### src/rtl/fetch_pkg.sv
// fetch_pkg: shared state encoding and constants for the fetch stage.
package fetch_pkg;
    typedef enum logic [1:0] {IDLE, REQ, WAIT, DROP} fetch_state_e;
    localparam logic [31:0] PC_STEP   = 32'd4;
    localparam logic [31:0] NOP_INSTR = 32'h0000_0013;
endpackage

### src/rtl/if_out_slot.sv
// if_out_slot: single-entry valid/ready output register with load, drain and clear.
module if_out_slot #(
    parameter int W = 64
) (
    input  logic         clk,
    input  logic         rst_n,
    input  logic         load,
    input  logic         clear,
    input  logic         ready,
    input  logic [W-1:0] d,
    output logic         valid,
    output logic [W-1:0] q
);
    always_ff @(posedge clk or negedge rst_n)
        if (!rst_n) begin
            valid <= 1'b0;
            q     <= '0;
        end else begin
            valid <= clear ? 1'b0 : load ? 1'b1 : valid && !ready;
            if (load) q <= d;
        end
endmodule

### src/rtl/pc_fetch_stage.sv
// pc_fetch_stage: owns the PC and issues single-outstanding imem fetches into an IF/ID slot.
// FETCH_ALIGN_CHECK_EN adds if_misalign_o and fills the slot with a NOP on misaligned PCs.
module pc_fetch_stage
    import fetch_pkg::*;
#(
    parameter logic [31:0] RESET_PC = 32'h0000_0000,
    parameter int          MAX_DROP = 1
) (
    input  logic        clk,
    input  logic        rst_n,
    input  logic [31:0] next_pc_i,
    input  logic        flush_i,
    output logic [31:0] pc_plus4_o,
    output logic        imem_req_o,
    output logic [31:0] imem_addr_o,
    input  logic        imem_gnt_i,
    input  logic        imem_rvalid_i,
    input  logic [31:0] imem_rdata_i,
    output logic        if_valid_o,
    output logic [31:0] if_pc_o,
    output logic [31:0] if_instr_o,
`ifdef FETCH_ALIGN_CHECK_EN
    output logic        if_misalign_o,
`endif
    input  logic        if_ready_i
);
    localparam int DW = $clog2(MAX_DROP + 1);
`ifdef FETCH_ALIGN_CHECK_EN
    localparam int SW = 65;
`else
    localparam int SW = 64;
`endif
    fetch_state_e state_q, state_d;
    logic [31:0] pc_q, pc_d;
    logic [DW-1:0] drop_q, drop_d;
    logic misal, load, drop_last;
    logic [SW-1:0] slot_d, slot_q;
`ifdef FETCH_ALIGN_CHECK_EN
    assign misal       = pc_q[1:0] != 2'b00;
    assign imem_addr_o = pc_q;
    assign slot_d      = {misal, pc_q, misal ? NOP_INSTR : imem_rdata_i};
    assign {if_misalign_o, if_pc_o, if_instr_o} = slot_q;
`else
    assign misal       = 1'b0;
    // Low PC bits never reach memory: a misaligned PC fetches its enclosing word.
    assign imem_addr_o = {pc_q[31:2], 2'b00};
    assign slot_d      = {pc_q, imem_rdata_i};
    assign {if_pc_o, if_instr_o} = slot_q;
`endif
    assign pc_plus4_o = pc_q + PC_STEP;
    assign imem_req_o = state_q == REQ && !misal;
    assign drop_last  = drop_q == DW'(MAX_DROP - 1);
    assign pc_d       = (flush_i || (state_q == WAIT && imem_rvalid_i)) ? next_pc_i : pc_q;
    always_ff @(posedge clk or negedge rst_n)
        if (!rst_n) begin
            state_q <= IDLE;
            pc_q    <= RESET_PC;
            drop_q  <= '0;
        end else begin
            state_q <= state_d;
            pc_q    <= pc_d;
            drop_q  <= drop_d;
        end
    always_comb begin
        state_d = state_q;
        drop_d  = drop_q;
        load    = 1'b0;
        case (state_q)
            IDLE: state_d = (flush_i || ((!if_valid_o || if_ready_i) && !misal)) ? REQ : IDLE;
            REQ: begin
                if (flush_i) state_d = (imem_req_o && imem_gnt_i) ? DROP : REQ;
                else if (misal) begin
                    load    = 1'b1;
                    state_d = IDLE;
                end else if (imem_gnt_i) state_d = WAIT;
            end
            WAIT: begin
                load    = imem_rvalid_i && !flush_i;
                state_d = imem_rvalid_i ? (flush_i ? REQ : IDLE) : (flush_i ? DROP : WAIT);
            end
            DROP: if (imem_rvalid_i) begin
                drop_d  = drop_last ? '0 : drop_q + 1'b1;
                state_d = !drop_last ? DROP : flush_i ? REQ : IDLE;
            end
        endcase
    end
    if_out_slot #(.W(SW)) u_slot (
        .clk   (clk),
        .rst_n (rst_n),
        .load  (load),
        .clear (flush_i),
        .ready (if_ready_i),
        .d     (slot_d),
        .valid (if_valid_o),
        .q     (slot_q)
    );
endmodule

### config.mk
export PLATFORM = sky130hd
export DESIGN_NAME = pc_fetch_stage
export DESIGN_NICKNAME = d
export VERILOG_FILES = /design/src/rtl/fetch_pkg.sv /design/src/rtl/if_out_slot.sv /design/src/rtl/pc_fetch_stage.sv
export SDC_FILE = /design/constraint.sdc
export NUM_CORES = 1
export LEC_CHECK = 0
export CAP_MARGIN = 10
export CORE_AREA = 2 2 106 108
export CTS_BUF_LIST = sky130_fd_sc_hd__clkbuf_16
export CTS_CLUSTER_DIAMETER = 80
export DETAILED_ROUTE_END_ITERATION = 8
export DIE_AREA = 0 0 108 110
export PLACE_DENSITY = 0.8
export SETUP_SLACK_MARGIN = 0.05
export SKIP_LAST_GASP = 1
export SYNTH_ARGS = -nofsm -noshare
export SYNTH_HDL_FRONTEND = slang
export SYNTH_SLANG_ARGS = --single-unit
### constraint.sdc
create_clock -name clk -period 1.95 [get_ports clk]
set_input_delay 0.39 -clock clk [delete_from_list [all_inputs] [get_ports clk]]
set_output_delay 0.39 -clock clk [all_outputs]
set_load 0.01 [all_outputs]
Word-level counts from Yosys, hierarchy flattened
Index checks and enable logic that the tools add are counted.

word-level totals
  bits in registers = 100
  input port bits = 70
  word-level logic and storage cells = 39

cells by class
  reductions and logical operators = 13
  muxes and demuxes = 14
  add/sub/neg operators = 2
  eq/ne operators = 5

operators by type and width
  cell                   count
  $add 32x3->32 const B  1
  $mux 2                 6
  $pmux 2 s4             1
  $mux 1                 7
  $eq 2x2->1 const B     2
  $logic_and 1x1->1      4
  $reduce_and 2->1       2
  $logic_not 1->1        3
  $logic_or 1x1->1       3
  $ne 3x2->1 const B     1
  $eq 2x1->1 const B     1
  $logic_not 2->1        1
  $ne 2x2->1 const B     1
  $add 1x1->1 const B    1

Longest topological paths before layout
  word-level depth = 5
  depth in mapped cells = 5
  gate-level depth less buffers = 5

By module
A second synthesis with hierarchy kept.

second synthesis, totals
  cell total of the unflattened synthesis = 305
  area, all modules = 4,493.1 µm²

modules (own cells, without submodules)
  module          area each (µm²)  times used  cells each
  if_out_slot     2,618.8          1           139
  pc_fetch_stage  1,874.3          1           166

Worst setup path before layout
Ideal clock, no wire load.

  path type = flip-flop to output port
  start point = register pc_q[2]
  end point = output port pc_plus4_o[24]
  data required time = 1.560 ns
  arrival time = 1.548 ns
  path buffers = 0
  setup slack = 0.012 ns
  cell stages (with the launch flop) = 6
  path through = dfrtp_1 -> ha_1 -> nand4_1 -> nor3_4 -> nand4_1 -> xnor2_1

on the way
  cells in the longest elaborated chain, start to end = 1

ends and longest elaborated chain
  what                    line                  source
  start, declared         pc_fetch_stage.sv:34  logic [31:0] pc_q, pc_d;
  start signal, assigned  pc_fetch_stage.sv:61  pc_q <= pc_d;
  $add 32x3->32           pc_fetch_stage.sv:50  assign pc_plus4_o = pc_q + PC_STEP;
  end, declared           pc_fetch_stage.sv:13  output logic [31:0] pc_plus4_o,

Every way passes these cells.

Worst setup path after layout
  start point = register pc_q[6]
  end point = output port pc_plus4_o[31]

Same word-level chain as after synthesis.

==> impl_metrics.yaml <==
sta:
  fmax_mhz: 420.8
  slew_viol_final: 0
  period_share_pct: 121.9
  setup_ws_ps: -426.2
  setup-violations-final: 22
  hold_viol: 0
  rsz0062_at_grt: "true"
  period_needed_ps: 2376
  fin_skew_ps: 5.944
cells_and_area:
  stdcell_count: 711
  nets: 638
  drive_gt1_share_pct: 26.80
  n_antenna_cell: 0
  syn2layout_area_growth_pct: 72.73
grt:
  grt_overflow: 0
  antenna_found_initial: 0
  grt_max_degree: 47
  grt_pass1_vias: 3648
  grt_pass1_wl_um: 18890
  grt_usage_pct: 20.86
worst_hold_path:
  hold_path.class: "flip-flop to flip-flop"
detailed_routing:
  vias: 3422
  finalWirelength_um: 12260
  via_per_inst: 4.813
  wl_per_cell_um: 17.24
  firstDrtPassIters: 4
  drc_errors: 0
  postRouteAntennaNets: 0
  drtIter0Drc: 64
yosys:
  synth_edf_count: 0
  synth.ff_latch_count: 99
  synth_area_leaders: "dfrtp_1 58%, mux2_1 25%, xnor2_1 4.3%"
  synth_ff_type: "dfrtp_1"
  synth.avg_cell_area_um2: 14.35
  ys_seq_area_share_pct: 57.74
  synth_top_area_share_pct: 57.74
  yosys-top-cells-count: "99 x dfrtp_1, 96 x mux2_1, 21 x xnor2_1, 13 x nand3_1"
  yosys.cell_count.top_type: "dfrtp_1"
  synthArstFlopShare_pct: 100.0
  synthCells: 299
  syn-cell-area_um2: 4290
  ys.warnings.count: 0
  ys_types: 30
  yosysTopAreaCell: "dfrtp_1"
power:
  p_sw_uw: 2316
  combPwrFrac_pct: 39.0
  p_clk_share_pct: 22.2
  p_per_area_nw_per_um2: 1068
  p_leak_uw: 0.003288
  power_frac_seq_pct: 38.8
  switching_share_pct: 29.25
  intPower_uw: 5601
  irDropWorstVdd_v: 0.0006258
cts:
  cts_max_path_buffers: 2
  cts_sinks: 99
  clkTransAtPathRegs_ps: 70
  cts-buffers-inserted: 9
  cts_htree_levels: 3
  cts_root_buf: "clkbuf_16"
  cts_tree: "built"
  insertion_delay_ps: 340
floorplanning:
  core_um2: 10700
  initial_core_util_pct: 40.11
  rows: 38
  ios: 200
  die_w_um: 108
  die_h_um: 110
  dieArea_um2: 11880
status:
  status: "finished, violations left"
  violations: "setup timing"
worst_setup_path:
  critPathKind: "flip-flop to primary output"
  path_cells: "buf_4, nand3_4, nor4_4, buf_4, clkbuf_16, nand4_1, xnor2_2, buf_2"
  endpoint_kind: "primary output"
  crit_top_cell: "buf_4"
  cp.required_ps: 1560
  critPathSlowestCell: "dfrtp_1"
  cp-start-kind: "flip-flop"
  critPathMaxFanout: 5
  critPathMaxStageDelay_ps: 380
  worst_ep_arrival_time_ps: 1990
place:
  gp_congestion: 0.7841
  hpwlAfterDp_um: 8791
  post-place-ws_ps: -445.1
  dp.cells: 677
  io_buffers: 197
flow_run:
  maxCapViolCount: 0
## metrics by stage
step | util, % | total power [µW] | cell area, µm² | hold slack (ps) | setup TNS, ps
CTS | 68.23 | 7986 | 7300 | 488.5 | -6689
detailed placement | 64.64 | 6222 | 6915 | 362.7 | -8109
global placement | 64.64 | 6124 | 6915 | 364.9 | -6294
floorplan | - | 4148 | 4375 | 94.41 | 0
finish | 69.27 | 7917 | 7411 | 484.5 | -7324
global route | 69.27 | 8367 | 7411 | 500.9 | -9388
## logic make-up after synthesis
logic type / Yosys count / synth area share (%)
flip-flops: 99 / 57.74
multiplexers: 97 / 25.43
AND/OR/NAND/NOR: 53 / 8.020
XOR/XNOR: 28 / 5.716
buffers and inverters: 16 / 2.216
AO/OA/AOI/OAI: 4 / 0.4955
adder cells (fa/ha/maj): 1 / 0.2916
other: 1 / 0.08741
## worst max-delay path: cells and delay by family, from the launching register on
family | cells | cell delay (ps)
buffers and inverters | 4 | 580
and+or+nand+nor | 3 | 510
DFF | 1 | 380
xor gates and xnor gates | 1 | 170
## final timing paths
kind	start	endpoint	slack (ps)	cells past startpoint
max in group asynchronous	rst_n	pc_q[3]	770	3
hold reg to reg	u_slot.q[24]	u_slot.q[24]	480	1
min in group asynchronous	rst_n	pc_q[12]	560	2
setup / recovery	pc_q[6]	pc_plus4_o[31]	-430	8
hold / removal	u_slot.q[24]	u_slot.q[24]	480	1
setup reg to reg	state_q[0]	u_slot.q[3]	380	4
## power groups by stage
stage	logic, µW	clock network [µW]	registers, µW
floorplan	679	0	3470
global placement	3050	0	3070
detailed placement	3110	0	3110
CTS	3110	1800	3080
global route	3310	1900	3160
finish	3090	1760	3070
## flip-flops by register name (all words and copies together), names as in the netlist
name	cells
u_slot.q	64
u_slot.valid	1
state_q	2
pc_q	32
## what timing repair did
item / in CTS / in global routing
endpoints found under the hold margin: 1 / 0
setup endpoints to repair: 30 / 30
resized for setup: 135 / 20
pin swaps: 27 / 16
buffers inserted: 11 / 10
gates cloned: 1 / 0
hold buffers: 1 / 0
## routing by layer
layer	vias to the layer above	global-route usage (%)	share of wire, %
met3	12	4.292	5.7
met2	118	37.06	53
met1	1705	25.21	40
met5	-	0	0
li1	1587	-	-
met4	0	7.509	1.4
## layout make-up
| type | instances | area, µm² |
|---|---|---|
| Fill cell | 771 | 3287 |
| Tap cell | 140 | 175.2 |
| Clock inverter | 6 | 67.56 |
| Sequential cell | 99 | 2482 |
| Multi-Input combinational cell | 185 | 1946 |
| Inverter | 3 | 11.26 |
| Timing Repair Buffer | 269 | 2504 |
| Clock buffer | 9 | 225.2 |
## cell usage in the layout, fill, tap and decap left out, types with 4 or more instances in the layout
cell type	Yosys	routed
xnor2_2	0	10
nand3_2	0	4
nand3_4	0	4
nor2_4	0	4
dlymetal6s2s_1	0	4
xor2_1	7	7
dfrtp_1	99	95
buf_12	0	7
clkdlybuf4s50_1	0	162
buf_6	0	5
clkbuf_16	0	10
xnor2_1	21	11
nand2_1	9	7
buf_2	4	27
nand4_1	9	9
buf_4	8	59
dfrtp_2	0	4
nand3_1	13	5
mux2_1	96	96
(Power assumes the default switching activity.)
